--- src/rtl/uart_rx_pkg.sv ---
// -----------------------------------------------------------------------------
// uart_rx_pkg
// Shared definitions for the UART RX control slice: the config FSM state
// encoding, the prescale value restored on reset, default parameter widths
// and a small helper for sizing FIFO pointers.
// No ports (package).
// -----------------------------------------------------------------------------
package uart_rx_pkg;

    // Config FSM: either nothing is waiting, or a shadow config waits for RX idle
    typedef enum logic {
        CFG_IDLE = 1'b0,
        CFG_PEND = 1'b1
    } cfg_state_t;

    localparam int DATA_WIDTH_DEF  = 8;
    localparam int FIFO_DEPTH_DEF  = 4;
    localparam int PRESC_WIDTH_DEF = 6;
    localparam int CNT_WIDTH_DEF   = 8;

    // Prescale the RX core runs with until software writes a new config
    localparam int PRESCALE_RESET  = 8;

    // Index width of a power-of-two FIFO; the pointers carry one extra MSB
    // on top of this to tell full from empty
    function automatic int ptr_bits(input int depth);
        return $clog2(depth);
    endfunction

endpackage

--- src/rtl/uart_rx_ctrl_if.sv ---
// -----------------------------------------------------------------------------
// uart_rx_ctrl_if
// Valid/ready stream carrying received bytes from the controller's buffer to
// the system side.
//   out_valid  buffer holds at least one byte
//   out_data   head byte of the buffer
//   out_ready  consumer accepts the head byte this cycle
// Modports: master = byte source (uart_rx_ctrl), slave = consumer.
// -----------------------------------------------------------------------------
interface uart_rx_ctrl_if
    import uart_rx_pkg::*;
#(
    parameter int DATA_WIDTH = DATA_WIDTH_DEF
);

    logic                  out_valid;
    logic [DATA_WIDTH-1:0] out_data;
    logic                  out_ready;

    modport master (
        output out_valid,
        output out_data,
        input  out_ready
    );

    modport slave (
        input  out_valid,
        input  out_data,
        output out_ready
    );

endinterface

--- src/rtl/uart_rx_sync_fifo.sv ---
// -----------------------------------------------------------------------------
// uart_rx_sync_fifo
// Small single-clock byte buffer between the RX core and the system side.
// Ports:
//   clk        system clock
//   syn_reset  synchronous active-high reset, clears pointers and storage
//   wr_req     byte offered for storage this cycle
//   wr_data    byte offered with wr_req
//   rd_req     consumer takes the head byte this cycle (ignored when empty)
//   empty      no byte stored
//   dropped    wr_req was refused because the buffer was full with no pop
//   head       head byte; while empty it shows the most recently removed byte
// -----------------------------------------------------------------------------
module uart_rx_sync_fifo
    import uart_rx_pkg::*;
#(
    parameter int DATA_WIDTH = DATA_WIDTH_DEF,
    parameter int FIFO_DEPTH = FIFO_DEPTH_DEF
) (
    input  logic                  clk,
    input  logic                  syn_reset,
    input  logic                  wr_req,
    input  logic [DATA_WIDTH-1:0] wr_data,
    input  logic                  rd_req,
    output logic                  empty,
    output logic                  dropped,
    output logic [DATA_WIDTH-1:0] head
);

    localparam int AW = ptr_bits(FIFO_DEPTH);
    localparam logic [AW:0]   PTR_ONE = 1;
    localparam logic [AW-1:0] IDX_ONE = 1;

    logic [DATA_WIDTH-1:0] mem [FIFO_DEPTH];
    logic [AW:0]           wr_ptr;
    logic [AW:0]           rd_ptr;
    logic [AW-1:0]         wr_idx;
    logic [AW-1:0]         rd_idx;
    logic [AW-1:0]         last_idx;
    logic                  full;
    logic                  push_ok;
    logic                  pop_ok;

    assign wr_idx   = wr_ptr[AW-1:0];
    assign rd_idx   = rd_ptr[AW-1:0];
    assign last_idx = rd_idx - IDX_ONE;

    // Same index with differing wrap bits means the writer is a full lap ahead
    assign empty = (wr_ptr == rd_ptr);
    assign full  = (wr_ptr[AW] != rd_ptr[AW]) && (wr_idx == rd_idx);

    // A pop in the same cycle frees the slot, so a full buffer can still accept
    assign pop_ok  = rd_req && !empty;
    assign push_ok = wr_req && (!full || pop_ok);
    assign dropped = wr_req && !push_ok;

    // The slot just behind the read pointer is never written while empty,
    // so the output holds the last byte handed out (0 after reset)
    assign head = empty ? mem[last_idx] : mem[rd_idx];

    always_ff @(posedge clk) begin
        if (syn_reset) begin
            wr_ptr <= '0;
            rd_ptr <= '0;
            for (int i = 0; i < FIFO_DEPTH; i++) begin
                mem[i] <= '0;
            end
        end else begin
            if (push_ok) begin
                mem[wr_idx] <= wr_data;
                wr_ptr      <= wr_ptr + PTR_ONE;
            end
            if (pop_ok) begin
                rd_ptr <= rd_ptr + PTR_ONE;
            end
        end
    end

endmodule

--- src/rtl/uart_rx_ctrl.sv ---
// -----------------------------------------------------------------------------
// uart_rx_ctrl
// Configures and sequences the UART RX core: holds the active prescale and
// parity settings, applies new settings and disables reception only between
// frames, buffers received bytes for the system side and keeps saturating
// parity/stop error counts.
// Ports:
//   clk, syn_reset            system clock, synchronous active-high reset
//   cfg_wr                    pulse: capture cfg_prescale/cfg_parity_* into shadow
//   cfg_prescale              requested prescale
//   cfg_parity_enable/_type   requested parity enable / type (0 even, 1 odd)
//   en_req                    requested RX enable level
//   rx_busy                   RX core is inside a frame
//   rx_data_valid, rx_p_data  pulse + byte for a good frame
//   rx_parity_error           pulse: parity error seen by the core
//   rx_stop_error             pulse: stop error seen by the core
//   cnt_clr                   clear both error counters and the overflow flag
//   rx_enable                 enable to the RX core
//   prescale, parity_enable, parity_type   active config to the RX core
//   cfg_pending               shadow config waiting for the core to go idle
//   cfg_applied               pulse: shadow config became active
//   overflow                  sticky: a byte was dropped on a full buffer
//   parity_err_cnt, stop_err_cnt          saturating error counts
//   out_if (master)           byte stream to the system side
// -----------------------------------------------------------------------------
module uart_rx_ctrl
    import uart_rx_pkg::*;
#(
    parameter int DATA_WIDTH  = DATA_WIDTH_DEF,
    parameter int FIFO_DEPTH  = FIFO_DEPTH_DEF,
    parameter int PRESC_WIDTH = PRESC_WIDTH_DEF,
    parameter int CNT_WIDTH   = CNT_WIDTH_DEF
) (
    input  logic                   clk,
    input  logic                   syn_reset,
    input  logic                   cfg_wr,
    input  logic [PRESC_WIDTH-1:0] cfg_prescale,
    input  logic                   cfg_parity_enable,
    input  logic                   cfg_parity_type,
    input  logic                   en_req,
    input  logic                   rx_busy,
    input  logic                   rx_data_valid,
    input  logic [DATA_WIDTH-1:0]  rx_p_data,
    input  logic                   rx_parity_error,
    input  logic                   rx_stop_error,
    input  logic                   cnt_clr,
    output logic                   rx_enable,
    output logic [PRESC_WIDTH-1:0] prescale,
    output logic                   parity_enable,
    output logic                   parity_type,
    output logic                   cfg_pending,
    output logic                   cfg_applied,
    output logic                   overflow,
    output logic [CNT_WIDTH-1:0]   parity_err_cnt,
    output logic [CNT_WIDTH-1:0]   stop_err_cnt,
    uart_rx_ctrl_if.master         out_if
);

    localparam logic [PRESC_WIDTH-1:0] PRESC_RST = PRESC_WIDTH'(PRESCALE_RESET);
    localparam logic [CNT_WIDTH-1:0]   CNT_MAX   = '1;
    localparam logic [CNT_WIDTH-1:0]   CNT_ONE   = 1;

    cfg_state_t               cfg_state;
    logic [PRESC_WIDTH-1:0]   shadow_prescale;
    logic                     shadow_parity_enable;
    logic                     shadow_parity_type;
    logic                     fifo_empty;
    logic                     fifo_dropped;

    // Byte buffer; bytes are accepted regardless of rx_enable so that a frame
    // finishing just after a disable is not lost
    uart_rx_sync_fifo #(
        .DATA_WIDTH (DATA_WIDTH),
        .FIFO_DEPTH (FIFO_DEPTH)
    ) u_fifo (
        .clk       (clk),
        .syn_reset (syn_reset),
        .wr_req    (rx_data_valid),
        .wr_data   (rx_p_data),
        .rd_req    (out_if.out_ready),
        .empty     (fifo_empty),
        .dropped   (fifo_dropped),
        .head      (out_if.out_data)
    );

    assign out_if.out_valid = !fifo_empty;

    // Config FSM and enable gating. A write always lands in the shadow; the
    // shadow is copied to the active outputs only at an edge where the core
    // is idle, so the core never sees its settings change inside a frame.
    // A write arriving on a commit edge is kept for a second commit.
    always_ff @(posedge clk) begin
        if (syn_reset) begin
            cfg_state            <= CFG_IDLE;
            shadow_prescale      <= PRESC_RST;
            shadow_parity_enable <= 1'b0;
            shadow_parity_type   <= 1'b0;
            prescale             <= PRESC_RST;
            parity_enable        <= 1'b0;
            parity_type          <= 1'b0;
            cfg_pending          <= 1'b0;
            cfg_applied          <= 1'b0;
            rx_enable            <= 1'b0;
        end else begin
            cfg_applied <= 1'b0;

            case (cfg_state)
                CFG_IDLE: begin
                    if (cfg_wr) begin
                        shadow_prescale      <= cfg_prescale;
                        shadow_parity_enable <= cfg_parity_enable;
                        shadow_parity_type   <= cfg_parity_type;
                        cfg_state            <= CFG_PEND;
                        cfg_pending          <= 1'b1;
                    end
                end
                CFG_PEND: begin
                    if (!rx_busy) begin
                        prescale      <= shadow_prescale;
                        parity_enable <= shadow_parity_enable;
                        parity_type   <= shadow_parity_type;
                        cfg_applied   <= 1'b1;
                    end
                    if (cfg_wr) begin
                        shadow_prescale      <= cfg_prescale;
                        shadow_parity_enable <= cfg_parity_enable;
                        shadow_parity_type   <= cfg_parity_type;
                    end else if (!rx_busy) begin
                        cfg_state   <= CFG_IDLE;
                        cfg_pending <= 1'b0;
                    end
                end
                default: begin
                    cfg_state   <= CFG_IDLE;
                    cfg_pending <= 1'b0;
                end
            endcase

            // Enabling is immediate; disabling waits for the frame to end
            if (en_req) begin
                rx_enable <= 1'b1;
            end else if (!rx_busy) begin
                rx_enable <= 1'b0;
            end
        end
    end

    // Error statistics and the dropped-byte flag. Clearing takes priority
    // over any event in the same cycle; counters stick at their maximum.
    always_ff @(posedge clk) begin
        if (syn_reset) begin
            parity_err_cnt <= '0;
            stop_err_cnt   <= '0;
            overflow       <= 1'b0;
        end else if (cnt_clr) begin
            parity_err_cnt <= '0;
            stop_err_cnt   <= '0;
            overflow       <= 1'b0;
        end else begin
            if (rx_parity_error && (parity_err_cnt != CNT_MAX)) begin
                parity_err_cnt <= parity_err_cnt + CNT_ONE;
            end
            if (rx_stop_error && (stop_err_cnt != CNT_MAX)) begin
                stop_err_cnt <= stop_err_cnt + CNT_ONE;
            end
            if (fifo_dropped) begin
                overflow <= 1'b1;
            end
        end
    end

endmodule

--- src/flat_wrapper.sv ---
// flat-port wrapper written by rule: the top's interface ports become plain ports
module uart_rx_ctrl_flat import uart_rx_pkg::*;
#(
    parameter int DATA_WIDTH  = DATA_WIDTH_DEF,
    parameter int FIFO_DEPTH  = FIFO_DEPTH_DEF,
    parameter int PRESC_WIDTH = PRESC_WIDTH_DEF,
    parameter int CNT_WIDTH   = CNT_WIDTH_DEF
)
  (clk, syn_reset, cfg_wr, cfg_prescale, cfg_parity_enable, cfg_parity_type, en_req, rx_busy, rx_data_valid, rx_p_data, rx_parity_error, rx_stop_error, cnt_clr, rx_enable, prescale, parity_enable, parity_type, cfg_pending, cfg_applied, overflow, parity_err_cnt, stop_err_cnt, out_if_out_valid, out_if_out_data, out_if_out_ready);
  uart_rx_ctrl_if #(.DATA_WIDTH(DATA_WIDTH)) out_if_i ();
  input  logic clk;
  input  logic syn_reset;
  input  logic cfg_wr;
  input  logic [PRESC_WIDTH-1:0] cfg_prescale;
  input  logic cfg_parity_enable;
  input  logic cfg_parity_type;
  input  logic en_req;
  input  logic rx_busy;
  input  logic rx_data_valid;
  input  logic [DATA_WIDTH-1:0] rx_p_data;
  input  logic rx_parity_error;
  input  logic rx_stop_error;
  input  logic cnt_clr;
  output logic rx_enable;
  output logic [PRESC_WIDTH-1:0] prescale;
  output logic parity_enable;
  output logic parity_type;
  output logic cfg_pending;
  output logic cfg_applied;
  output logic overflow;
  output logic [CNT_WIDTH-1:0] parity_err_cnt;
  output logic [CNT_WIDTH-1:0] stop_err_cnt;
  output wire logic [$bits(out_if_i.out_valid)-1:0] out_if_out_valid;
  output wire logic [$bits(out_if_i.out_data)-1:0] out_if_out_data;
  input wire logic [$bits(out_if_i.out_ready)-1:0] out_if_out_ready;
  assign out_if_out_valid = out_if_i.out_valid;
  assign out_if_out_data = out_if_i.out_data;
  assign out_if_i.out_ready = out_if_out_ready;
  uart_rx_ctrl #(.DATA_WIDTH(DATA_WIDTH), .FIFO_DEPTH(FIFO_DEPTH), .PRESC_WIDTH(PRESC_WIDTH), .CNT_WIDTH(CNT_WIDTH)) u_core (.clk(clk), .syn_reset(syn_reset), .cfg_wr(cfg_wr), .cfg_prescale(cfg_prescale), .cfg_parity_enable(cfg_parity_enable), .cfg_parity_type(cfg_parity_type), .en_req(en_req), .rx_busy(rx_busy), .rx_data_valid(rx_data_valid), .rx_p_data(rx_p_data), .rx_parity_error(rx_parity_error), .rx_stop_error(rx_stop_error), .cnt_clr(cnt_clr), .rx_enable(rx_enable), .prescale(prescale), .parity_enable(parity_enable), .parity_type(parity_type), .cfg_pending(cfg_pending), .cfg_applied(cfg_applied), .overflow(overflow), .parity_err_cnt(parity_err_cnt), .stop_err_cnt(stop_err_cnt), .out_if(out_if_i));
endmodule
--- config.mk ---
export PLATFORM = sky130hd
export DESIGN_NAME = uart_rx_ctrl_flat
export DESIGN_NICKNAME = d
export VERILOG_FILES = /design/src/rtl/uart_rx_pkg.sv /design/src/rtl/uart_rx_ctrl_if.sv /design/src/rtl/uart_rx_sync_fifo.sv /design/src/rtl/uart_rx_ctrl.sv /design/src/flat_wrapper.sv
export SDC_FILE = /design/constraint.sdc
export NUM_CORES = 1
export LEC_CHECK = 0
export ABC_AREA = 0
export CORE_MARGIN = 4
export CORE_UTILIZATION = 45
export CTS_CLUSTER_SIZE = 8
export DETAILED_ROUTE_END_ITERATION = 6
export GPL_TIMING_DRIVEN = 0
export HOLD_SLACK_MARGIN = 0.02
export PLACE_DENSITY = 0.8
export SLEW_MARGIN = 20
export SYNTH_ARGS = -nofsm -noshare
export SYNTH_HDL_FRONTEND = slang
export SYNTH_SLANG_ARGS = --single-unit
--- constraint.sdc ---
create_clock -name clk -period 1.8 [get_ports clk]
set_input_delay 0.18 -clock clk [delete_from_list [all_inputs] [get_ports clk]]
set_output_delay 0.18 -clock clk [all_outputs]
set_load 0.01 [all_outputs]
==> results_dict.tcl <==
set metrics [dict create \
    p_per_area_nw_per_um2 962.0 \
    multi_input_area_sq_um 1841 \
    cp_slowest_cell "dfxtp_4" \
    postLayoutSetupSlackWorst_ns -0.3052 \
    grt_pass1_vias 2805 \
    crit_required_ns 1.62 \
    antenna_found_initial 0 \
    first_iter_violations 117 \
    grt_setup_unrepaired "yes" \
    core_area_sq_um 7687 \
    synth.top_cells.by_area "edfxtp_1 (27%), dfxtp_1 (25%), mux4_2 (10%)" \
    via_per_inst 5.431 \
    htree_num_levels 3 \
    wire_per_inst_microns 16.62 \
    ant_nets 0 \
    globalplace.congestion 0.8331 \
    diodes 0 \
    yosysSeqAreaShare_pct 52.64 \
    crit_path_end_kind "output pin" \
    critPathLaunch "u_core.u_fifo.rd_ptr[0]$_SDFFE_PP0P_" \
    final_area_sq_um 5012 \
    finClkSkew_ns 0.007969 \
    synth_top_area_share_pct 27.17 \
    drive_above_1_share_pct 29.83 \
    cap_violations 0 \
    slew_violations 0 \
    violations "negative setup slack" \
    die_w_microns 96.66 \
    syn_area_sq_um 3537 \
    portBuffers 61 \
    path_depth 6 \
    worstHoldPathType "input pin to flip-flop" \
    path_delay_family "buffers and inverters" \
    die_h_microns 96.66 \
    power.total_mw 4.822 \
    fillers 574 \
    syn_to_final_growth_pct 41.71 \
    slowest_delay_ns 0.37 \
    boundaryPins 63 \
    numCtsBuffers 9 \
    path_cells "buf_12 > xor2_4 > or3_4 > buf_6 > mux2_2 > buf_6" \
    post-route-min-period_ns 2.105 \
    cts_sinks 77 \
    dieArea_sq_um 9343 \
    root_buffer "clkbuf_8" \
    initial_utilization_pct 46.01 \
    final_net_count 434 \
    synth.distinct_cells 42 \
    cpMostUsedCell "buf_6" \
    yosysTopAreaCell "edfxtp_1" \
    min_period_over_period_pct 117.0 \
    grt_pass1_wl_mm 13.33 \
    dp_slack_ns -0.6357 \
    vias 2775 \
    syn_avg_cell_area_sq_um 11.34 \
    startpoint_type "flip-flop" \
    place_hpwl_mm 5.361 \
    yosys_warnings 0 \
    totalWireLength_mm 8.494 \
    synth_cells 312 \
    drc_errors 0 \
    ir_worst_vdd_mv 0.4834 \
    fmax_ghz 0.4750 \
    grt_max_degree 15 \
    grt_use_total_pct 17.82 \
    critPathKind "flip-flop to output pin" \
    min_from "syn_reset" \
    path_clk_slew_ns 0.08 \
    cts_tree "built" \
    dr.pass1.iters 4 \
    syn_nets 342 \
    hold_depth 2 \
    cp_max_fo 4 \
    regArea_sq_um 1883 \
    clk_latency_ns 0.34 \
    max_slew_margin_pct 59.81 \
    placed_area_sq_um 4337 \
    fin_tns_setup_ns -15.86 \
    worst-path-buf-inv 3 \
    reg2reg_depth 8 \
    worst_pin_slew_ns 0.6029 \
    ys_ff_latch 77 \
    arrival_ns 1.93 \
    setup_violations 75 \
    hold_viol_final 0 \
    placementRows 32 \
    grt_overflow 0 \
    status "finished with violations" \
    r2r-start "u_core.u_fifo.rd_ptr[0]$_SDFFE_PP0P_" \
    clockBufferDepth 2 \
    leakage_nw 1.829 \
]
final cells by class:
type	instances	area share, %
clock buffer	11	2.646
multi-input combinational	218	36.72
timing repair buffer	84	17.92
buffer	10	1.073
sequential	77	37.57
clock inverter	5	1.223
tap	102	2.546
inverter	4	0.2996
routing by layer:
layer | vias to the layer above | GRT usage (%) | wire length (microns)
li1 | 1325 | - | -
met3 | 11 | 3.677 | 461
met5 | - | 0 | 0
met2 | 72 | 32.75 | 4485
met4 | 0 | 6.695 | 84
met1 | 1367 | 20.17 | 3462
registers in the layout, indices dropped and copies added (netlist names), 3 cells and up, named ones only:
register                count
u_core.parity_err_cnt       8
u_core.prescale             6
u_core.shadow_prescale      6
u_core.stop_err_cnt         8
u_core.u_fifo.mem          32
u_core.u_fifo.rd_ptr        3
u_core.u_fifo.wr_ptr        3
power breakdown:
group,internal (mW),total (mW),switching (mW)
Sequential,1.92,2.03,0.107
Combinational,0.928,1.51,0.581
Clock,0.655,1.29,0.632
Total,3.50,4.82,1.32
repair_timing:
item,4_1_cts,5_1_grt
hold buffers,0,0
pin swaps,7,4
resized for setup,75,39
setup buffers,17,7
setup endpoints to repair,73,67
gates cloned,1,0
worst register-to-register path, delay by kind of cell (launching register included):
family	cells	cell delay (ns)
AND/OR/NAND/NOR	2	0.50
buffers and inverters	4	0.63
flip-flops	1	0.38
AO/OA/AOI/OAI	1	0.07
XOR/XNOR	1	0.20
kinds of logic (layout without fill, tap and decap cells):
| logic type | after synthesis | after routing | share of synthesized area, % |
|---|---|---|---|
| compound gates | 44 | 44 | 7.818 |
| xor+xnor | 10 | 10 | 2.476 |
| fa+ha+maj | 4 | 4 | 1.415 |
| buf+inv | 18 | 114 | 2.157 |
| flops | 77 | 77 | 52.64 |
| mux | 32 | 32 | 15.00 |
| simple gates | 127 | 128 | 18.50 |
stage by stage:
| step | utilization, % | hold WS (ns) | instances |
|---|---|---|---|
| 6_report | 65.20 | 0.2537 | 511 |
| 5_1_grt | 65.20 | 0.2840 | 511 |
| 4_1_cts | 62.83 | 0.2419 | 505 |
| 3_5_place_dp | 56.41 | 0.4478 | 475 |
| 3_3_place_gp | 56.41 | 0.4393 | 475 |
| 2_1_floorplan | - | 0.2974 | 312 |
path summary, 6_finish.rpt:
| kind | endpoint | slack [ns] |
|---|---|---|
| setup reg to reg | u_core.u_fifo.mem[2][2]$_SDFFCE_PN0P_ | -0.28 |
| hold reg to reg | u_core.prescale[4]$_SDFFE_PP0P_ | 0.46 |
| setup / recovery | out_if_out_data[4] | -0.31 |
| hold / removal | u_core.shadow_prescale[3]$_SDFFE_PP1P_ | 0.25 |
layout by cell type (no fill, tap or decap), types with 4 or more instances in the layout:
cell,n
a211oi_1,6
a21oi_1,17
and2_1,8
and2_4,24
buf_12,6
buf_4,7
buf_6,20
clkbuf_1,10
clkbuf_8,9
clkdlybuf4s50_1,52
dfxtp_1,38
dfxtp_4,5
edfxtp_1,32
inv_1,4
mux2_2,7
mux2i_1,8
mux4_2,16
nand2_1,27
nand3_1,10
nor2_1,29
nor2b_1,5
o21ai_0,6
xor2_1,4
synthesized netlist by cell type, drive strengths merged:
library cell and instances:
clkbuf 9, or3 2, o211ai 1, a211oi 6, edfxtp 32, xor2 7, and2 32, nor4 1
o311ai 2, a21oi 17, nor2b 6, inv 4, o41ai 4, and3 3, o21bai 1, nand2 27
xnor2 3, o21ai 6, o22ai 1, nand2b 1, dfxtp 45, nor3 4, nand3 10, or4 2
nand4 3, or2 4, mux4 16, buf 5, a21boi 1, a31oi 3, nand3b 1, o31ai 1
ha 4, a211o 1, mux2 8, nor3b 2, mux2i 8, nor2 29
Note: power is estimated with default switching activity, not from simulation.
==> edit, RTL diff (config.mk and constraints unchanged) <==
Set the package constant `PRESC_WIDTH_DEF` to 4 (it was 6).
--- a/src/rtl/uart_rx_pkg.sv
+++ b/src/rtl/uart_rx_pkg.sv
@@ -15,7 +15,7 @@
 
     localparam int DATA_WIDTH_DEF  = 8;
     localparam int FIFO_DEPTH_DEF  = 4;
-    localparam int PRESC_WIDTH_DEF = 6;
+    localparam int PRESC_WIDTH_DEF = 4;
     localparam int CNT_WIDTH_DEF   = 8;
 
     // Prescale the RX core runs with until software writes a new config
Interface: changed (resized cfg_prescale and prescale); port bits go from 63 to 59. The function was not compared with the original's and may differ.
==> edit against the unedited design <==
  * Synthesized area decreased by 4.3%
  * Worst setup slack improved by 5.7 ps
  * Global-route usage increased by 1.8 points
  * Wire length decreased by 3.2%
  * Critical path type unchanged
  * Cell area decreased by 6.4%
  * Critical endpoint is now out_if_out_data[6]
  * The flow still finishes with violations (setup timing)
  * Utilization decreased by 0.84 points
  * Sequential cell count decreased by 4
  * Total power decreased by 3.1%
==> edit: results (changes against the unedited design) <==
INFO  metric post-layout-total-power = 4.675 mW (-3.1%)
INFO  metric groute.layer.met2.usage = 35.00% (+2.2 points)
INFO  metric grt_first_pass_wirelength = 13,310 µm (-0.15%)
INFO  metric ff_latch_count = 73 (-5.2%)
INFO  metric syn_inst = 289 (-7.4%)
INFO  metric place_inst = 445 (-6.3%)
INFO  metric first_global_vias = 2,732 (-2.6%)
INFO  metric grt_max_degree = 14 (-1)
INFO  metric run_status = finished, violations left
INFO  metric num-nonclk-inverters = 2 (-2)
INFO  metric post_layout_nonfiller_instances = 480 (-6.1%)
INFO  metric setup_viol = 56 (-25%)
INFO  metric power.net_switching = 1.272 mW (-3.6%)
INFO  metric powerDensity = 996.0 nW/µm² (+3.5%)
INFO  metric clk_skew = 5.929 ps (-2.040 ps)
INFO  metric met3_routed_length = 404 µm (-12%)
INFO  metric buffer_area_share = 17.14% (-1.9 points)
INFO  metric maxSlewHeadroom = 66.11% (+6.3 points)
INFO  metric ys_seq_area_share = 52.64% (about the same)
INFO  metric static_leakage_power = 1.694 nW (-7.4%)
INFO  metric vias_per_cell = 5.373 (-1.1%)
INFO  metric place.port_buffers = 57 (-6.6%)
INFO  metric groute.usage.overall = 19.59% (+1.8 points)
INFO  metric cp_max_fo = 6 (+2)
INFO  metric failing_checks = setup timing
INFO  metric sequential_cell_area = 1800 µm² (-4.4%)
INFO  metric multi_input_area = 1738 µm² (-5.6%)
INFO  metric clkCellAreaFrac = 4.665% (+0.80 points)
INFO  metric gpl.final_weighted_congestion = 0.7932 (-4.8%)
INFO  metric place_area = 4140 µm² (-4.5%)
INFO  metric timing.hold.worst.start = cfg_wr
INFO  metric yosys.area_share.adder = 1.479% (+0.064 points)
INFO  metric postLayoutSetupSlackWorst = -299.5 ps (+5.727 ps)
INFO  metric drtIter0Drc = 159 (+36%)
INFO  metric wl_met1 = 3330 µm (-3.8%)
INFO  metric syn_nets = 317 (-7.3%)
INFO  metric grt_use_met3 = 4.382% (+0.71 points)
INFO  metric route.final.wire_length = 8225 µm (-3.2%)
INFO  metric ys_top_cells_by_count = sky130_fd_sc_hd__dfxtp_1, sky130_fd_sc_hd__edfxtp_1, sky130_fd_sc_hd__nor2_1, sky130_fd_sc_hd__and2_1, sky130_fd_sc_hd__nand2_1
INFO  metric avgSynthCellArea = 11.71 µm² (+3.3%)
INFO  metric synth_cell_types = 39 (-7.1%)
INFO  metric grt_use_met1 = 23.22% (+3.1 points)
INFO  metric worst_ir_drop_vdd = 0.0004490 V (-7.1%)
INFO  metric post_cts_setup_repair_bufs = 18 (+1)
INFO  metric clockNetworkPower = 1.39 mW (+8%)
INFO  metric route.met2.wl = 4392 µm (-2.1%)
INFO  metric power.sequential.total = 1.93 mW (-5%)
INFO  metric synth_mux_area_share = 15.38% (+0.38 points)
INFO  metric layout-drive-gt1-share = 27.82% (-2.0 points)
INFO  metric pre_cts_ws = -596.7 ps (+38.98 ps)
INFO  metric fin_nets = 404 (-6.9%)
edit: cell count changes after synthesis, moves of 3 or more:
cell / unedited run / this run
sky130_fd_sc_hd__nor2_1: 29 / 26
sky130_fd_sc_hd__o21ai_0: 6 / 10
sky130_fd_sc_hd__o211ai_1: 1 / 4
sky130_fd_sc_hd__a31oi_1: 3 / 0
sky130_fd_sc_hd__and3_1: 3 / 0
sky130_fd_sc_hd__a211oi_1: 6 / 0
sky130_fd_sc_hd__xor2_1: 7 / 13
sky130_fd_sc_hd__nand4_1: 3 / 6
sky130_fd_sc_hd__nand2_1: 27 / 21
sky130_fd_sc_hd__nand3_1: 10 / 5
sky130_fd_sc_hd__a21oi_1: 17 / 13
sky130_fd_sc_hd__dfxtp_1: 45 / 41
edit: final timing paths:
| path | end | slack (ps) | cells after the start |
|---|---|---|---|
| max | out_if_out_data[6] | -300 | 6 |
| min | u_core.cfg_state | 350 | 3 |
| max reg2reg | u_core.u_fifo.mem[2][7] | -140 | 8 |
| min reg2reg | u_core.parity_type | 460 | 2 |
